[config.mk]
export PLATFORM = sky130hd
export DESIGN_NAME = calculadora_seq
export DESIGN_NICKNAME = d
export VERILOG_FILES = /design/src/rtl/calculadora_seq.sv
export SDC_FILE = /design/constraint.sdc
export NUM_CORES = 1
export LEC_CHECK = 0
export CAP_MARGIN = 20
export CORE_UTILIZATION = 40
export CTS_CLUSTER_DIAMETER = 120
export DETAILED_ROUTE_END_ITERATION = 8
export GPL_TIMING_DRIVEN = 0
export SETUP_SLACK_MARGIN = 0.5
export SYNTH_ARGS = -nofsm -noshare
export SYNTH_HDL_FRONTEND = slang
export SYNTH_SLANG_ARGS = --single-unit
[constraint.sdc]
create_clock -name clk -period 3.9 [get_ports clk]
set_clock_uncertainty 0.05 [all_clocks]
set_input_delay 0.975 -clock clk [delete_from_list [all_inputs] [get_ports clk]]
set_output_delay 0.975 -clock clk [all_outputs]
set_load 0.02 [all_outputs]
[src/rtl/calculadora_seq.sv]
// calculadora_seq: button-driven unsigned calculator with registered outputs.
// Add/subtract finish one cycle after the press. Multiply (shift-add) and
// divide (restoring) produce one bit per cycle. A press is the falling edge
// of an active-low button. b_lig toggles power and aborts any operation.
module calculadora_seq #(
  parameter int W = 7
) (
  input  logic           clk,
  input  logic           rst_n,
  input  logic [W-1:0]   A,
  input  logic [W-1:0]   B,
  input  logic           b_lig,
  input  logic           b_soma,
  input  logic           b_sub,
  input  logic           b_multi,
  input  logic           b_div,
  output logic [2*W-1:0] Y,
  output logic           sinal,
  output logic           EN,
  output logic           busy,
  output logic           done,
  output logic           err
);

  typedef enum logic [2:0] {
    DESLIGADO = 3'd0,
    LIGADO    = 3'd1,
    SOMA      = 3'd2,
    SUB       = 3'd3,
    MULTI     = 3'd4,
    DIV       = 3'd5
  } state_t;

  localparam int CW = $clog2(W + 1);
  localparam logic [CW-1:0] LAST_STEP = CW'(W - 1);

  // Registered state
  state_t           state_r;
  logic [4:0]       hist_r;
  logic [W-1:0]     a_r, b_r;
  logic [2*W-1:0]   p_r, m_r;
  logic [W-1:0]     q_r, rem_r;
  logic [CW-1:0]    cnt_r;
  logic             run_r;
  logic [2*W-1:0]   y_r;
  logic             sinal_r, en_r, busy_r, done_r, err_r;

  // Next-state values
  state_t           state_nxt;
  logic [W-1:0]     a_nxt, b_nxt;
  logic [2*W-1:0]   p_nxt, m_nxt;
  logic [W-1:0]     q_nxt, rem_nxt;
  logic [CW-1:0]    cnt_nxt;
  logic             run_nxt;
  logic [2*W-1:0]   y_nxt;
  logic             sinal_nxt, en_nxt, busy_nxt, done_nxt, err_nxt;

  // Press detection and datapath helpers
  logic [4:0]       btn_s, press_s;
  logic             lig_press_s, op_press_s;
  state_t           op_sel_s;
  logic [W:0]       sum_s;
  logic [W-1:0]     diff_s;
  logic             neg_s;
  logic [2*W-1:0]   mul_p_s;
  logic [W:0]       div_sh_s, div_diff_s;
  logic             div_ge_s;
  logic [W-1:0]     div_rem_s, div_quo_s;

  assign btn_s       = {b_lig, b_soma, b_sub, b_multi, b_div};
  assign press_s     = hist_r & ~btn_s;
  assign lig_press_s = press_s[4];
  assign op_press_s  = |press_s[3:0];

  assign Y     = y_r;
  assign sinal = sinal_r;
  assign EN    = en_r;
  assign busy  = busy_r;
  assign done  = done_r;
  assign err   = err_r;

  // Pick the highest-priority operation among simultaneous presses
  always_comb begin
    op_sel_s = SOMA;
    if (press_s[3]) begin
      op_sel_s = SOMA;
    end else if (press_s[2]) begin
      op_sel_s = SUB;
    end else if (press_s[1]) begin
      op_sel_s = MULTI;
    end else begin
      op_sel_s = DIV;
    end
  end

  // Arithmetic for one step of each operation, from the latched operands
  always_comb begin
    sum_s      = {1'b0, a_r} + {1'b0, b_r};
    neg_s      = (b_r > a_r);
    diff_s     = neg_s ? (b_r - a_r) : (a_r - b_r);
    mul_p_s    = q_r[0] ? (p_r + m_r) : p_r;
    // rem < divisor, so the shifted remainder minus divisor fits in W+1 signed bits
    div_sh_s   = {rem_r, q_r[W-1]};
    div_diff_s = div_sh_s - {1'b0, b_r};
    div_ge_s   = ~div_diff_s[W];
    div_rem_s  = div_ge_s ? div_diff_s[W-1:0] : div_sh_s[W-1:0];
    div_quo_s  = {q_r[W-2:0], div_ge_s};
  end

  // Next-state and next-output logic
  always_comb begin
    state_nxt = state_r;
    a_nxt     = a_r;
    b_nxt     = b_r;
    p_nxt     = p_r;
    m_nxt     = m_r;
    q_nxt     = q_r;
    rem_nxt   = rem_r;
    cnt_nxt   = cnt_r;
    run_nxt   = run_r;
    y_nxt     = y_r;
    sinal_nxt = sinal_r;
    en_nxt    = en_r;
    err_nxt   = err_r;
    busy_nxt  = 1'b0;
    done_nxt  = 1'b0;

    case (state_r)
      DESLIGADO: begin
        en_nxt    = 1'b0;
        y_nxt     = {(2*W){1'b0}};
        sinal_nxt = 1'b0;
        err_nxt   = 1'b0;
        run_nxt   = 1'b0;
        if (lig_press_s) begin
          state_nxt = LIGADO;
          en_nxt    = 1'b1;
        end else begin
          state_nxt = DESLIGADO;
        end
      end

      LIGADO, SOMA, SUB, MULTI, DIV: begin
        if (lig_press_s) begin
          // Power off, abandoning any computation without a done pulse
          state_nxt = DESLIGADO;
          en_nxt    = 1'b0;
          y_nxt     = {(2*W){1'b0}};
          sinal_nxt = 1'b0;
          err_nxt   = 1'b0;
          run_nxt   = 1'b0;
        end else if (op_press_s && !busy_r) begin
          // Latch operands and (re)start the selected operation
          state_nxt = op_sel_s;
          a_nxt     = A;
          b_nxt     = B;
          p_nxt     = {(2*W){1'b0}};
          m_nxt     = {{W{1'b0}}, A};
          q_nxt     = (op_sel_s == DIV) ? A : B;
          rem_nxt   = {W{1'b0}};
          cnt_nxt   = {CW{1'b0}};
          run_nxt   = 1'b1;
          err_nxt   = 1'b0;
        end else if (run_r) begin
          case (state_r)
            SOMA: begin
              y_nxt     = {{(W-1){1'b0}}, sum_s};
              sinal_nxt = 1'b0;
              done_nxt  = 1'b1;
              run_nxt   = 1'b0;
            end
            SUB: begin
              y_nxt     = {{W{1'b0}}, diff_s};
              sinal_nxt = neg_s;
              done_nxt  = 1'b1;
              run_nxt   = 1'b0;
            end
            MULTI: begin
              p_nxt = mul_p_s;
              m_nxt = m_r << 1;
              q_nxt = q_r >> 1;
              if (cnt_r == LAST_STEP) begin
                y_nxt     = mul_p_s;
                sinal_nxt = 1'b0;
                done_nxt  = 1'b1;
                run_nxt   = 1'b0;
              end else begin
                busy_nxt = 1'b1;
                cnt_nxt  = cnt_r + 1'b1;
              end
            end
            DIV: begin
              if ((cnt_r == {CW{1'b0}}) && (b_r == {W{1'b0}})) begin
                // Division by zero: report immediately, no iteration
                y_nxt     = {(2*W){1'b0}};
                sinal_nxt = 1'b0;
                err_nxt   = 1'b1;
                done_nxt  = 1'b1;
                run_nxt   = 1'b0;
              end else begin
                rem_nxt = div_rem_s;
                q_nxt   = div_quo_s;
                if (cnt_r == LAST_STEP) begin
                  y_nxt     = {div_rem_s, div_quo_s};
                  sinal_nxt = 1'b0;
                  done_nxt  = 1'b1;
                  run_nxt   = 1'b0;
                end else begin
                  busy_nxt = 1'b1;
                  cnt_nxt  = cnt_r + 1'b1;
                end
              end
            end
            default: begin
              run_nxt = 1'b0;
            end
          endcase
        end else begin
          // Idle: result holds until the next press
          run_nxt = 1'b0;
        end
      end

      default: begin
        state_nxt = DESLIGADO;
        en_nxt    = 1'b0;
        y_nxt     = {(2*W){1'b0}};
        sinal_nxt = 1'b0;
        err_nxt   = 1'b0;
        run_nxt   = 1'b0;
      end
    endcase
  end

  // State, datapath, button history and output registers with synchronous reset
  always_ff @(posedge clk) begin
    if (!rst_n) begin
      state_r <= DESLIGADO;
      hist_r  <= 5'b11111;
      a_r     <= {W{1'b0}};
      b_r     <= {W{1'b0}};
      p_r     <= {(2*W){1'b0}};
      m_r     <= {(2*W){1'b0}};
      q_r     <= {W{1'b0}};
      rem_r   <= {W{1'b0}};
      cnt_r   <= {CW{1'b0}};
      run_r   <= 1'b0;
      y_r     <= {(2*W){1'b0}};
      sinal_r <= 1'b0;
      en_r    <= 1'b0;
      busy_r  <= 1'b0;
      done_r  <= 1'b0;
      err_r   <= 1'b0;
    end else begin
      state_r <= state_nxt;
      hist_r  <= btn_s;
      a_r     <= a_nxt;
      b_r     <= b_nxt;
      p_r     <= p_nxt;
      m_r     <= m_nxt;
      q_r     <= q_nxt;
      rem_r   <= rem_nxt;
      cnt_r   <= cnt_nxt;
      run_r   <= run_nxt;
      y_r     <= y_nxt;
      sinal_r <= sinal_nxt;
      en_r    <= en_nxt;
      busy_r  <= busy_nxt;
      done_r  <= done_nxt;
      err_r   <= err_nxt;
    end
  end

endmodule
==> results.md <==
- Worst EP arrival: 3460 ps
- Main synth FF type: dfxtp_1
- Filler cell count: 1,414
- Global placement routability congestion: 0.922
- Port Buffers: 39
- Worst path cell trace: clkdlybuf4s50_1 -> inv_2 -> a2111oi_4 -> nand3_1 -> nor3_2 -> nand2_1 -> nor3b_1 -> a21oi_1 -> o311ai_1
- Boundary Pins: 40
- Final Hold Fails: 0
- # hold bufs at CTS: 0
- CP Class: in -> reg
- EDFF count, synth: 0
- Max Slew Vio Count: 0
- Max_cap viols: 0
- CP max stage cell: clkdlybuf4s50_1
- Vias per inst: 5.72
- Worst-case clock buffer depth: 2
- Cells after Synth: 712
- Mux cell area share after synthesis: 4.97%
- Synthesis warning total: 0
- Total number of vias: 5,418
- Drt first pass iters: 5
- Reg2reg path depth: 10
- Total Routing Usage GR: 25.6%
- Worst-skew pair later-pin latency: 360 ps
- Count of cell types in the netlist: 81
- CTS H-tree depth: 3
- RR Endpoint: Y[12]$_SDFFE_PP0P_
- CORE AREA: 14,000 um^2
- Setup TNS: 0 ps
- Final setup violating endpoints: 0
- Achievable Freq: 308 MHz
- Die Wd: 122 um
- Syn avg cell area: 8.14 um^2
- Crit start category: input pin
- Final ANT Viol Nets: 0
- Nets: 831
- Xor/xnor share of the synthesized area: 3.20%
- Synth Area in Compound Gates: 23.6%
- CTS tree: yes
- Initial Util: 41.4%
- Pin count of the biggest net entering global routing: 15
- Post-route cell area: 6740 um^2
- Hold Startpoint: Y[2]$_SDFFE_PP0P_
- Post-Syn Area: 5800 um^2
- Final min period: 3250 ps
- Worst Setup SP: rst_n
- Cell family with most CP delay: simple AND/OR/NAND/NOR gates
- Share of cells above drive strength 1: 8.08%
- RSZ-0062 raised after global routing: no
- Row cnt: 43
- Power Dens Cells: 362 nW/um^2
- Post-Place Cell Area: 6410 um^2
- Detailed-route wire length: 18,300 um
- Synth Area in Adders: 11.0%
- Simple-Gate Fraction of Synth Area: 21.9%
- Clk slew on worst S/H paths: 60 ps
- Relative slew slack: 36.8%
- Worst Setup End Kind: register
- CP peak stage delay: 650 ps
- Root Driver: clkbuf_16
- Die H: 122 um
- Worst Path Required: 4110 ps
- Register bit total from synthesis: 87
- CP Buf/Inv Count: 2
- Largest family of logic cells by synthesized area: compound AO/OA/AOI/OAI gates
- Reg-to-Reg Start: b_r[1]$_SDFFE_PN0P_
- Status: finished, final reports clean
- Num CTS Buffers: 9
- Final HPWL from detailed placement: 14,300 um
- Period utilisation layout: 83.3%
- # clock sinks: 87
- Critical Path Fanout Max: 7
- R2R setup slack: 870 ps
- Antenna Diode Count: 0
- Asr flop ratio synth: 0%
- WL per Instance: 19.3 um
- Synth Net Count: 781
- Initial antenna violation count: 0
- Gr ovfl total: 0
- Area grow syn2layout: 16.2%
- Max VDD drop: 0.000190 V
- Hold Crit Class: reg -> reg
- Hold EP: Y[2]$_SDFFE_PP0P_
- Vias in the first global route: 5,281
- DRC Markers: 0
- First-pass GRT wire length: 28,700 um
- Initial DRC count: 354
- LEAKAGE: 2.55 nW
- Measured slew at the worst slew-check pin: 944 ps
- Post-synthesis sequential area ratio: 30.1%
- WHS Path Cells: 2
- Die area: 15,000 um^2
-- worst max path at each step --
stage                                  endpoint  depth (start not counted)  slack, ps
after CTS                    Y[11]$_SDFFE_PP0P_                          9        650
after detailed placement     Y[11]$_SDFFE_PP0P_                          9         50
final                        Y[11]$_SDFFE_PP0P_                          9        650
after global placement       Y[11]$_SDFFE_PP0P_                          9        100
after global routing         Y[11]$_SDFFE_PP0P_                          9        530
after floorplan           rem_r[2]$_SDFFE_PN0P_                          9       1280
-- per-layer routing --
layer	wire, um	global-route usage [%]
met1	8410	32.1
met2	8760	43.4
met3	728	4.09
met4	398	10.1
met5	0	0
-- worst register-to-register path: cells and delay by family, from the launching register on --
kind	cells	cell delay [ps]
AO/OA/AOI/OAI	5	1100
XOR/XNOR	1	250
adder cells (fa/ha/maj)	1	320
buffers and inverters	1	220
flip-flops	1	480
multiplexers	1	340
AND/OR/NAND/NOR	1	140
-- cells in the final DEF (no fill, tap or decap), types with 5 or more instances in the layout --
| master | netlist | layout |
|---|---|---|
| o21ai_0 | 34 | 34 |
| clkdlybuf4s50_1 | 0 | 39 |
| buf_6 | 6 | 6 |
| xnor2_1 | 13 | 13 |
| ha_1 | 43 | 43 |
| inv_1 | 33 | 33 |
| a22oi_1 | 15 | 15 |
| nand2_1 | 98 | 98 |
| nand2b_1 | 16 | 16 |
| a221oi_1 | 5 | 5 |
| fa_1 | 5 | 5 |
| a311oi_1 | 6 | 6 |
| xor2_1 | 5 | 5 |
| nand3_1 | 19 | 19 |
| nand4_1 | 5 | 5 |
| o21ai_1 | 6 | 6 |
| clkbuf_1 | 18 | 18 |
| nor2b_1 | 7 | 7 |
| o31ai_1 | 6 | 6 |
| o211ai_1 | 6 | 6 |
| o21bai_1 | 7 | 7 |
| mux2i_1 | 19 | 19 |
| nor2_1 | 71 | 70 |
| clkbuf_16 | 0 | 9 |
| dfxtp_1 | 87 | 87 |
| buf_2 | 5 | 5 |
| a211oi_1 | 9 | 9 |
| nor3_1 | 16 | 16 |
| a21oi_1 | 57 | 57 |
-- through the flow --
stage	total power, mW	setup slack (ps)	utilization [%]	hold WS [ps]	cells
after floorplan	1.37	1280	-	399	712
after detailed placement	1.54	48.4	45.8	398	931
after CTS	2.45	650	48.1	413	947
after global placement	1.53	98.0	45.8	388	931
final	2.44	651	48.2	410	947
after global routing	2.53	531	48.2	439	947
-- area by class of cell --
cell class / count / area, um^2 / area share (%)
Timing Repair Buffer: 39 / 390 / 5.79
Multi-Input combinational cell: 558 / 3760 / 55.9
Clock inverter: 4 / 52.6 / 0.780
Clock buffer: 12 / 256 / 3.81
Inverter: 35 / 131 / 1.95
Tap cell: 180 / 225 / 3.34
Buffer: 32 / 176 / 2.62
Sequential cell: 87 / 1740 / 25.9
-- timing repair --
action,CTS,global route
resized for setup,1,3
setup buffers,0,0
setup endpoints to repair,1,5
-- cells in the mapped netlist, types with 4 or more instances --
master / instances / area [um^2]
inv_1: 33 / 124
nor2_1: 71 / 267
a2bb2oi_1: 4 / 35.0
fa_1: 5 / 100
a221oi_1: 5 / 43.8
dfxtp_1: 87 / 1740
mux2i_1: 19 / 190
nand3b_1: 4 / 30.0
xor2_1: 5 / 43.8
buf_6: 6 / 67.6
buf_2: 5 / 25.0
ha_1: 43 / 538
o21ai_0: 34 / 170
o21bai_1: 7 / 52.6
a311oi_1: 6 / 52.6
a21oi_1: 57 / 285
clkbuf_1: 18 / 67.6
nor3_1: 16 / 80.1
nand4_1: 5 / 31.3
xnor2_1: 13 / 114
nand2_1: 98 / 368
o211ai_1: 6 / 45.0
mux2_2: 4 / 45.0
a211oi_1: 9 / 67.6
o31ai_1: 6 / 45.0
nand3_1: 19 / 95.1
a22oi_1: 15 / 113
o21ai_1: 6 / 30.0
nor2b_1: 7 / 43.8
nand2b_1: 16 / 100
-- power breakdown --
group / leakage (nW) / switching [mW] / internal [mW]
clock: 0.153 / 0.375 / 0.534
sequential: 0.705 / 0.0322 / 0.915
combinational: 1.69 / 0.347 / 0.235
-- state kept, by name (all words and copies together) (netlist names), 5 cells and up --
signal	cells
m_r	14
p_r	14
hist_r	5
b_r	7
Y	14
a_r	7
rem_r	7
q_r	7
-- kinds of logic (layout without fill, tap and decap cells) --
logic type,count (synthesis),after routing
buffers and inverters,67,122
adders and majority gates,48,48
xor gates and xnor gates,19,19
DFF,87,87
muxes,26,26
and+or+nand+nor,267,267
AOI/OAI and AO/OA,198,198
Power figures use the tool's default switching activity.
